`config.mk`:
```
export PLATFORM = sky130hd
export DESIGN_NAME = serial_sample_deserializer
export DESIGN_NICKNAME = d
export VERILOG_FILES = /design/src/rtl/fp_pkg.sv /design/src/rtl/sample_hold_reg.sv /design/src/rtl/serial_sample_deserializer.sv
export SDC_FILE = /design/constraint.sdc
export NUM_CORES = 1
export LEC_CHECK = 0
export ABC_AREA = 1
export CORE_MARGIN = 1.5
export CORE_UTILIZATION = 46
export CTS_CLUSTER_SIZE = 16
export DETAILED_ROUTE_END_ITERATION = 12
export HOLD_SLACK_MARGIN = 0.05
export PLACE_DENSITY = 0.72
export SYNTH_ARGS = -nofsm -noshare
export SYNTH_HDL_FRONTEND = slang
export SYNTH_SLANG_ARGS = --single-unit
```
`constraint.sdc`:
```
create_clock -name clk -period 1.3 [get_ports clk]
set_clock_uncertainty 0.05 [all_clocks]
set_input_delay 0.26 -clock clk [delete_from_list [all_inputs] [get_ports clk]]
set_output_delay 0.26 -clock clk [all_outputs]
set_load 0.05 [all_outputs]
```
`src/rtl/fp_pkg.sv`:
```
// Shared definitions for the sample front-end and the floating-point converter.
// It holds the sample width and the deserializer state encoding.
package fp_pkg;

    localparam int SAMPLE_W = 12;

    typedef enum logic {
        IDLE  = 1'b0,
        SHIFT = 1'b1
    } deser_state_t;

endpackage

```
`src/rtl/sample_hold_reg.sv`:
```
// One-entry holding register between the deserializer and the converter.
// A new word is taken when the register is empty or is draining in the same cycle.
module sample_hold_reg #(
    parameter int WIDTH = 12
) (
    input  logic             clk,
    input  logic             rst_n,
    input  logic             load,
    input  logic [WIDTH-1:0] din,
    input  logic             ready,
    output logic [WIDTH-1:0] dout,
    output logic             valid,
    output logic             drop
);

    // Handshake: a transfer happens on a rising edge where valid & ready are both 1.
    // While valid=1 and ready=0, dout and valid hold. ready with valid=0 does nothing.
    logic accept;

    assign accept = load && (!valid || ready);
    assign drop   = load && valid && !ready;

    always_ff @(posedge clk or negedge rst_n) begin
        if (!rst_n) begin
            dout  <= '0;
            valid <= 1'b0;
        end else if (accept) begin
            dout  <= din;
            valid <= 1'b1;
        end else if (valid && ready) begin
            valid <= 1'b0;
        end
    end

endmodule

```
`src/rtl/serial_sample_deserializer.sv`:
```
// Assembles MSB-first serial samples into WIDTH-bit words for the converter.
// Partial frames interrupted by a new start are discarded and flagged.
module serial_sample_deserializer
    import fp_pkg::*;
#(
    parameter int WIDTH = SAMPLE_W,
    parameter int CNT_W = 4
) (
    input  logic             clk,
    input  logic             rst_n,
    input  logic             s_en,
    input  logic             s_start,
    input  logic             s_data,
    output logic [WIDTH-1:0] d_out,
    output logic             d_valid,
    input  logic             d_ready,
    input  logic             clr_flags,
    output logic             overrun,
    output logic             frame_err,
    output deser_state_t     dbg_state
);

    localparam logic [CNT_W-1:0] CNT_LAST = CNT_W'(WIDTH - 1);
    localparam logic [CNT_W-1:0] CNT_FULL = CNT_W'(WIDTH);

    deser_state_t     state, state_nxt;
    logic [CNT_W-1:0] cnt, cnt_nxt;
    logic [WIDTH-1:0] sr, sr_nxt;
    logic [WIDTH-1:0] word;
    logic             complete;
    logic             restart;
    logic             drop;

    assign word      = {sr[WIDTH-2:0], s_data};
    assign dbg_state = state;

    always_ff @(posedge clk or negedge rst_n) begin
        if (!rst_n) begin
            state <= IDLE;
            cnt   <= '0;
            sr    <= '0;
        end else begin
            state <= state_nxt;
            cnt   <= cnt_nxt;
            sr    <= sr_nxt;
        end
    end

    always_comb begin
        state_nxt = state;
        cnt_nxt   = cnt;
        sr_nxt    = sr;
        complete  = 1'b0;
        restart   = 1'b0;
        case (state)
            IDLE: begin
                if (s_en && s_start) begin
                    sr_nxt    = {{(WIDTH-1){1'b0}}, s_data};
                    cnt_nxt   = CNT_W'(1);
                    state_nxt = SHIFT;
                end
            end
            SHIFT: begin
                if (s_en) begin
                    if (s_start) begin
                        // A start before the word is complete always wins over completion.
                        restart = 1'b1;
                        sr_nxt  = {{(WIDTH-1){1'b0}}, s_data};
                        cnt_nxt = CNT_W'(1);
                    end else if (cnt == CNT_LAST) begin
                        complete  = 1'b1;
                        sr_nxt    = word;
                        cnt_nxt   = CNT_FULL;
                        state_nxt = IDLE;
                    end else begin
                        sr_nxt  = word;
                        cnt_nxt = cnt + CNT_W'(1);
                    end
                end
            end
            default: state_nxt = IDLE;
        endcase
    end

    sample_hold_reg #(.WIDTH(WIDTH)) u_hold (
        .clk   (clk),
        .rst_n (rst_n),
        .load  (complete),
        .din   (word),
        .ready (d_ready),
        .dout  (d_out),
        .valid (d_valid),
        .drop  (drop)
    );

    // Set events take priority over a simultaneous clear.
    always_ff @(posedge clk or negedge rst_n) begin
        if (!rst_n) begin
            overrun   <= 1'b0;
            frame_err <= 1'b0;
        end else begin
            overrun   <= drop    || (overrun   && !clr_flags);
            frame_err <= restart || (frame_err && !clr_flags);
        end
    end

endmodule
```
# == Word level (Yosys, flattened, before mapping) ==
# Index checks and enable logic that the tools add are counted.
# Widths: inputs -> output; s select.
# totals
reg_bits,31
inputBits,7
wordCells,50
out_inout_bits,16
# classes
reduce_logical,15
add_sub_neg,1
muxes,23
n_bitwise,1
eq_ne,3
# ops
cell,count
$mux 11,3
$pmux 11 s2,1
$mux 4,4
$mux 1,13
$pmux 4 s2,1
$logic_and 1x1->1,7
$add 4x1->4 const B,1
$eq 4x4->1 const B,1
$ne 2x2->1 const B,2
$logic_not 1->1,3
$logic_or 1x1->1,3
$pmux 1 s2,1
$reduce_and 2->1,1
$reduce_bool 2->1,1
$not 1->1,1

# == Logic depth before layout (Yosys ltp) ==
# Gate-level depths: netlist (run 1).
# logic_depth
word_depth,8
mapped_depth,7
depth_no_buf,6

# == Hierarchy ==
# Synthesis (run 1) repeated with hierarchy kept, for this count alone.
# hier_totals
hier_cells,137
hier_area_um2,1365.1
# modules_own_cells
module,seq_area_each_um2,area_each_um2,cells_each,instances
serial_sample_deserializer,450.4,830.8,79,1
sample_hold_reg,325.3,534.3,58,1

# == Least setup slack after synthesis (run 1) ==
# No wires, ideal clock.
# synth_timing
path_kind,register to register
start,"register state, in the netlist dbg_state"
end,register u_hold.dout[10]
slack_ps,-205
setup_ps,119
t_required_ps,1131
period_less_slack_ps,1505
t_arrival_ps,1336
path_stages_with_launch,7
n_path_buf,1
path_cell_list,dfrtp_1 nand2_4 nor2_8 nand3_4 buf_6 nand2_1 nand2_1
# synth_between
elab_chain_cells,2
# synth_rtl
item,line,text
"start, declared",serial_sample_deserializer.sv:26,"deser_state_t state, state_nxt;"
"start signal, assigned",serial_sample_deserializer.sv:43,state <= state_nxt;
$mux 1,serial_sample_deserializer.sv:55,case (state)
$logic_and 1x1->1,sample_hold_reg.sv:20,assign accept = load && (!valid || ready);
"end signal, assigned",sample_hold_reg.sv:28,dout <= din;
"end, declared",sample_hold_reg.sv:11,"output logic [WIDTH-1:0] dout,"
# Every way passes these cells.
# A chain may end at the register's enable or synchronous reset.

# == Final worst setup path (run 1) ==
# layout_timing
start,register u_hold.valid
end,register u_hold.dout[9]
# layout_between
elab_chain_cells,3
# layout_rtl
item,line,text
"start, declared",sample_hold_reg.sv:12,"output logic valid,"
"start signal, assigned",sample_hold_reg.sv:26,valid <= 1'b0;
"start signal, assigned",sample_hold_reg.sv:29,valid <= 1'b1;
"start signal, assigned",sample_hold_reg.sv:31,valid <= 1'b0;
$logic_not 1->1,sample_hold_reg.sv:20,
$logic_or 1x1->1,sample_hold_reg.sv:20,
$logic_and 1x1->1,sample_hold_reg.sv:20,
# Every way passes these cells.

==> results of run 1 <==
## cell families (layout without fill, tap and decap cells)
kind of cell | Yosys count | in the layout | synth area share, %
adder cells (fa/ha/maj) | 1 | 1 | 0.9468
AND/OR/NAND/NOR | 67 | 69 | 25.66
AO/OA/AOI/OAI | 15 | 15 | 6.533
flip-flops | 31 | 31 | 58.71
buffers and inverters | 21 | 66 | 8.144
## flip-flops by register name, indices dropped and copies added, names as in the netlist
signal	cells
u_hold.valid	1
u_hold.dout	12
cnt	4
dbg_state	1
frame_err	1
sr	11
overrun	1
## repair_timing
action	4_1_cts	5_1_grt
setup endpoints to repair	14	20
pin swaps	4	7
resized for setup	6	14
gates cloned	1	1
buffers inserted	4	2
## worst max path at each step
| stage | slack [ns] | end |
|---|---|---|
| final | -0.04 | u_hold.dout[9]$_DFFE_PN0P_ |
| after global routing | -0.11 | u_hold.dout[9]$_DFFE_PN0P_ |
| after CTS | -0.02 | u_hold.dout[9]$_DFFE_PN0P_ |
| after detailed placement | -0.29 | u_hold.dout[10]$_DFFE_PN0P_ |
| after global placement | -0.23 | u_hold.dout[7]$_DFFE_PN0P_ |
| after floorplan | -0.02 | u_hold.dout[10]$_DFFE_PN0P_ |
## layer usage
metal / share of wire (%) / track usage, % / up-vias
met3: 2.8 / 4.839 / 8
met5: 0 / 0 / -
li1: - / - / 551
met4: 1.6 / 8.163 / 0
met1: 41 / 26.26 / 557
met2: 55 / 37.71 / 17
## power by group through the flow
stage          Combinational, mW  Clock, mW  Sequential [mW]
2_1_floorplan             0.0905          0             1.06
3_3_place_gp               0.247          0             1.04
3_5_place_dp               0.259          0             1.04
4_1_cts                    0.272      0.798             1.02
5_1_grt                    0.335      0.844             1.03
6_report                   0.303      0.800             1.03
## synthesized netlist by cell type
master / instances / area (um^2)
nor2_4: 1 / 11.26
nand2_1: 41 / 153.9
buf_6: 3 / 33.78
o22ai_1: 9 / 56.30
o21ai_1: 1 / 5.000
nand3_4: 1 / 17.52
buf_2: 2 / 10.01
nand3_1: 8 / 40.04
nor2_1: 1 / 3.750
nand2_4: 1 / 11.26
dfrtp_1: 31 / 775.7
buf_4: 1 / 7.510
o21ai_0: 5 / 25.02
nand4_1: 13 / 81.33
inv_2: 1 / 3.750
ha_1: 1 / 12.51
inv_1: 14 / 52.55
nor2_8: 1 / 20.02
## final cells by class
class | count | area [um^2] | share of cell area, %
Timing Repair Buffer | 43 | 586.8 | 28.48
Inverter | 15 | 58.81 | 2.854
Multi-Input combinational cell | 85 | 511.7 | 24.83
Clock buffer | 6 | 51.30 | 2.489
Clock inverter | 2 | 35.03 | 1.700
Sequential cell | 31 | 778.2 | 37.77
Tap cell | 31 | 38.79 | 1.882
## through the flow
stage	power [mW]	setup TNS (ns)	setup WS (ns)
6_report	2.133	-0.05568	-0.03528
5_1_grt	2.214	-1.098	-0.1073
4_1_cts	2.095	-0.09456	-0.01666
3_5_place_dp	1.301	-6.043	-0.2864
3_3_place_gp	1.285	-4.894	-0.2312
2_1_floorplan	1.153	-0.2053	-0.02053
==> reports/results.txt, run 1 <==
synthesized area - 0.001321 mm^2
post-DP HPWL - 2073 um
sw frac - 25.16%
RSZ-0062 raised after global routing - yes
Critical Path Start Type - flop
max_cap viols - 0
Crit path max-delay family - simple AND/OR/NAND/NOR gates
clk buf depth - 2
CTS H-tree lvls - 2
final hold vios - 0
commonest non-fill, non-tap cells in the layout - nand2_1, dfrtp_1, buf_12
worst reg2reg endpoint - u_hold.dout[9]$_DFFE_PN0P_
Fmax achieved - 748.9 MHz
Synth Register Bits - 31
clk slew on worst S/H paths - 0.10 ns
Port Buffers - 22
Reg power frac - 48.3%
via count - 1133
Yosys cell types - 18
Slew Limit Fails - 0
Clk network pwr share - 37.5%
share of layout cells above drive strength 1 - 36.26%
Max rail drop VDD - 1.541 mV
Finished Cell Area - 0.002061 mm^2
CP Buf/Inv Count - 1
worst slew pin tran - 0.3801 ns
post-layout minimum cycle time - 1.335 ns
GPL Wtd Cong - 0.7768
slowest CP cell - dfrtp_2
crit-path max FO - 9
Leakage Power - 0.9747 nW
initial drt markers - 30
Wirelength per Cell - 15.01 um
die footprint - 0.003203 mm^2
Worst-Skew Late Latency - 0.34 ns
Die W - 56.60 um
CORE AREA - 0.002734 mm^2
Total Wirelength - 3197 um
placed cell count - 198
worst reg2reg path depth - 4
antenna fix cells - 0
worst relative slew slack - 74.60%
Cells after Synth - 135
Final Util - 75.38%
status - finished with violations
largest net degree at the start of global routing - 32
failing checks - setup timing
RR Startpoint - u_hold.valid$_DFFE_PN0P_
Finished Layout Cells - 213
Worst Setup End Kind - flop
register area share after synthesis - 58.71%
DIE HEIGHT - 56.60 um
Psw - 536.8 uW
CP cell instances - nand2_1, buf_4, nand4_1, nand2_2
worst endpoint required time - 1.52 ns
synthesized area per cell - 9.787 um^2
drt pass-1 iters - 4
Final nets - 189
final setup margin - -0.03528 ns
yosys warns - 0
# rows - 19
Gate power share - 14.2%
Hold Slack - 0.2220 ns
Tcrit/Tclk final - 102.7%
syn nets - 143
filler instances - 175
flop-to-flop setup slack - -0.04 ns
CTS tree - built
clock root buffer - clkbuf_4
worst setup path startpoint - u_hold.valid$_DFFE_PN0P_
Num CTS Buffers - 5
cts hold-fix bufs - 0
commonest non-fill, non-tap cell in the layout - nand2_1
global-route wire length before repair - 5313 um
ANT nets after route - 0
cell count along the critical path - 4
HP Class - in2async
Initial Util - 48.33%
vias in the first global route - 1185
Layout area overhead - 55.97%
total clock sinks - 31
biggest cell delay along the critical path - 0.44 ns
Pint - 1.596 mW
IO Pins - 23
Post-Place Cell Area - 0.001837 mm^2
Power Density - 1035 mW/mm^2
global route overflow - 0
antenna violations before repair - 0
drc violations - 0
Setup CP Type - reg2reg
final setup fails - 5
Vias per Instance - 5.319
GRT Util Overall - 21.75%
Arr. time, crit path - 1.56 ns
(Power assumes the default switching activity.)
==> run 2, diff against run 1 <==
PLACE_DENSITY = 0.81   (was 0.72)
==> run 2 against run 1 <==
- the flow still finishes with violations (setup timing)
- combinational power shrank 3%
- non-clock buffer count shrank 2
- largest power group unchanged
- first-iteration DRC count grew 63%
- largest cell class unchanged
- setup slack gained 0.031 ns
==> reports/results.txt, run 2 (same netlist as run 1, synthesis figures left out) <==
Worst-Skew Late Latency - 0.33 ns
antenna fix cells - 0
worst relative slew slack - 80.60%
max reg flops - 12
# rows - 19
Max rail drop VDD - 0.8199 mV
largest net degree at the start of global routing - 32
ANT nets after route - 0
Power Density - 974.0 mW/mm^2
placed cell count - 195
Top Registers - u_hold.dout: 12 flops, sr: 11 flops, cnt: 4 flops
final hold vios - 0
Tcrit/Tclk final - 100.3%
global-route wire length before repair - 5602 um
via count - 1136
final setup fails - 2
Finished Layout Cells - 210
initial drt markers - 49
Slew Limit Fails - 0
flip-flop and latch area - 778.2 um^2
Total Wirelength - 3150 um
clk slew on worst S/H paths - 0.09 ns
Leakage Power - 0.9620 nW
crit-path max FO - 8
dpl ws - -0.2889 ns
Port Buffers - 22
RR Startpoint - cnt[0]$_DFFE_PN0P_
DIE HEIGHT - 56.60 um
Wirelength per Cell - 15.00 um
flop-to-flop setup slack - -0.004 ns
Layout area overhead - 51.61%
Final nets - 186
IO Pins - 23
Initial Util - 48.33%
antenna violations before repair - 0
GPL Wtd Cong - 0.8224
worst slew pin tran - 0.2903 ns
Num CTS Buffers - 5
total clock sinks - 31
Final Util - 73.27%
post-DP HPWL - 2096 um
Critical Path Start Type - flop
post-layout minimum cycle time - 1.304 ns
CTS tree - built
max_cap viols - 0
Setup CP Type - reg2reg
CORE AREA - 0.002734 mm^2
final setup margin - -0.004332 ns
share of layout cells above drive strength 1 - 32.40%
drt pass-1 iters - 4
commonest non-fill, non-tap cell in the layout - nand2_1
RSZ-0062 raised after global routing - yes
status - finished with violations
global route overflow - 0
CTS H-tree lvls - 2
die footprint - 0.003203 mm^2
worst endpoint required time - 1.47 ns
HP Class - in2async
Biggest register - u_hold.dout
Fmax achieved - 766.7 MHz
clk buf depth - 2
Arr. time, crit path - 1.48 ns
Die W - 56.60 um
Vias per Instance - 5.410
filler instances - 177
worst reg2reg endpoint - u_hold.dout[1]$_DFFE_PN0P_
failing checks - setup timing
drc violations - 0
worst reg2reg path depth - 7
total power - 1.951 mW
vias in the first global route - 1208
area of the multi-input gates - 490.5 um^2
commonest non-fill, non-tap cells in the layout - nand2_1, dfrtp_1, buf_12
GRT Util Overall - 23.23%
clock root buffer - clkbuf_4
Worst Setup End Kind - flop
run 2: per-stage QoR:
| step | area [um^2] | hold slack, ns | TNS [ns] |
|---|---|---|---|
| 2_1_floorplan | 1324 | -0.08559 | -0.2053 |
| 6_report | 2003 | 0.2323 | -0.005972 |
| 3_3_place_gp | 1814 | 0.4628 | -4.440 |
| 5_1_grt | 2003 | 0.2562 | -0.6573 |
| 4_1_cts | 1993 | 0.2394 | -0.005965 |
| 3_5_place_dp | 1814 | 0.4629 | -5.835 |
run 2: where the power goes:
part / leakage [nW] / switching (mW) / internal [mW]
Clock: 0.0386 / 0.311 / 0.318
Sequential: 0.417 / 0.0327 / 0.997
Combinational: 0.506 / 0.153 / 0.140
Total: 0.962 / 0.496 / 1.45
run 2: layout make-up:
type / count / share of cell area (%)
Tap cell: 31 / 1.936
Clock buffer: 8 / 3.435
Sequential cell: 31 / 38.85
Inverter: 15 / 2.811
Timing Repair Buffer: 41 / 28.48
Multi-Input combinational cell: 84 / 24.48
run 2: per-layer routing:
| layer | global-route usage [%] | vias to the layer above | wire length (um) |
|---|---|---|---|
| li1 | - | 542 | - |
| met1 | 28.68 | 553 | 1318 |
| met2 | 38.37 | 29 | 1651 |
| met3 | 5.991 | 12 | 117 |
| met4 | 9.864 | 0 | 63 |
| met5 | 0 | - | 0 |
run 2: what timing repair did:
| action | 4_1_cts | 5_1_grt |
|---|---|---|
| gates cloned | 2 | 0 |
| pin swaps | 9 | 5 |
| hold buffers | 0 | 0 |
| gates resized for setup | 10 | 4 |
| buffers inserted | 5 | 0 |
| setup endpoints to repair | 12 | 15 |
run 2: worst max-delay path: stages, from the launching register on:
cell and delay, ns:
dfrtp_1 0.40, ha_4 0.16, nand2_4 0.06, nor2_4 0.11, buf_12 0.14, nand3_4 0.12
nand2_1 0.10, nand2_1 0.05
run 2: how the worst max path moves through the flow:
| stage | from | endpoint | slack [ns] | cells past startpoint |
|---|---|---|---|---|
| 2_1_floorplan | dbg_state$_DFF_PN0_ | u_hold.dout[10]$_DFFE_PN0P_ | -0.02 | 6 |
| 3_5_place_dp | s_en | u_hold.dout[4]$_DFFE_PN0P_ | -0.29 | 6 |
| 3_3_place_gp | s_en | u_hold.dout[3]$_DFFE_PN0P_ | -0.23 | 6 |
| 4_1_cts | cnt[1]$_DFFE_PN0P_ | u_hold.dout[4]$_DFFE_PN0P_ | -0.006 | 7 |
| 6_report | cnt[0]$_DFFE_PN0P_ | u_hold.dout[1]$_DFFE_PN0P_ | -0.004 | 7 |
| 5_1_grt | cnt[0]$_DFFE_PN0P_ | u_hold.dout[4]$_DFFE_PN0P_ | -0.07 | 7 |
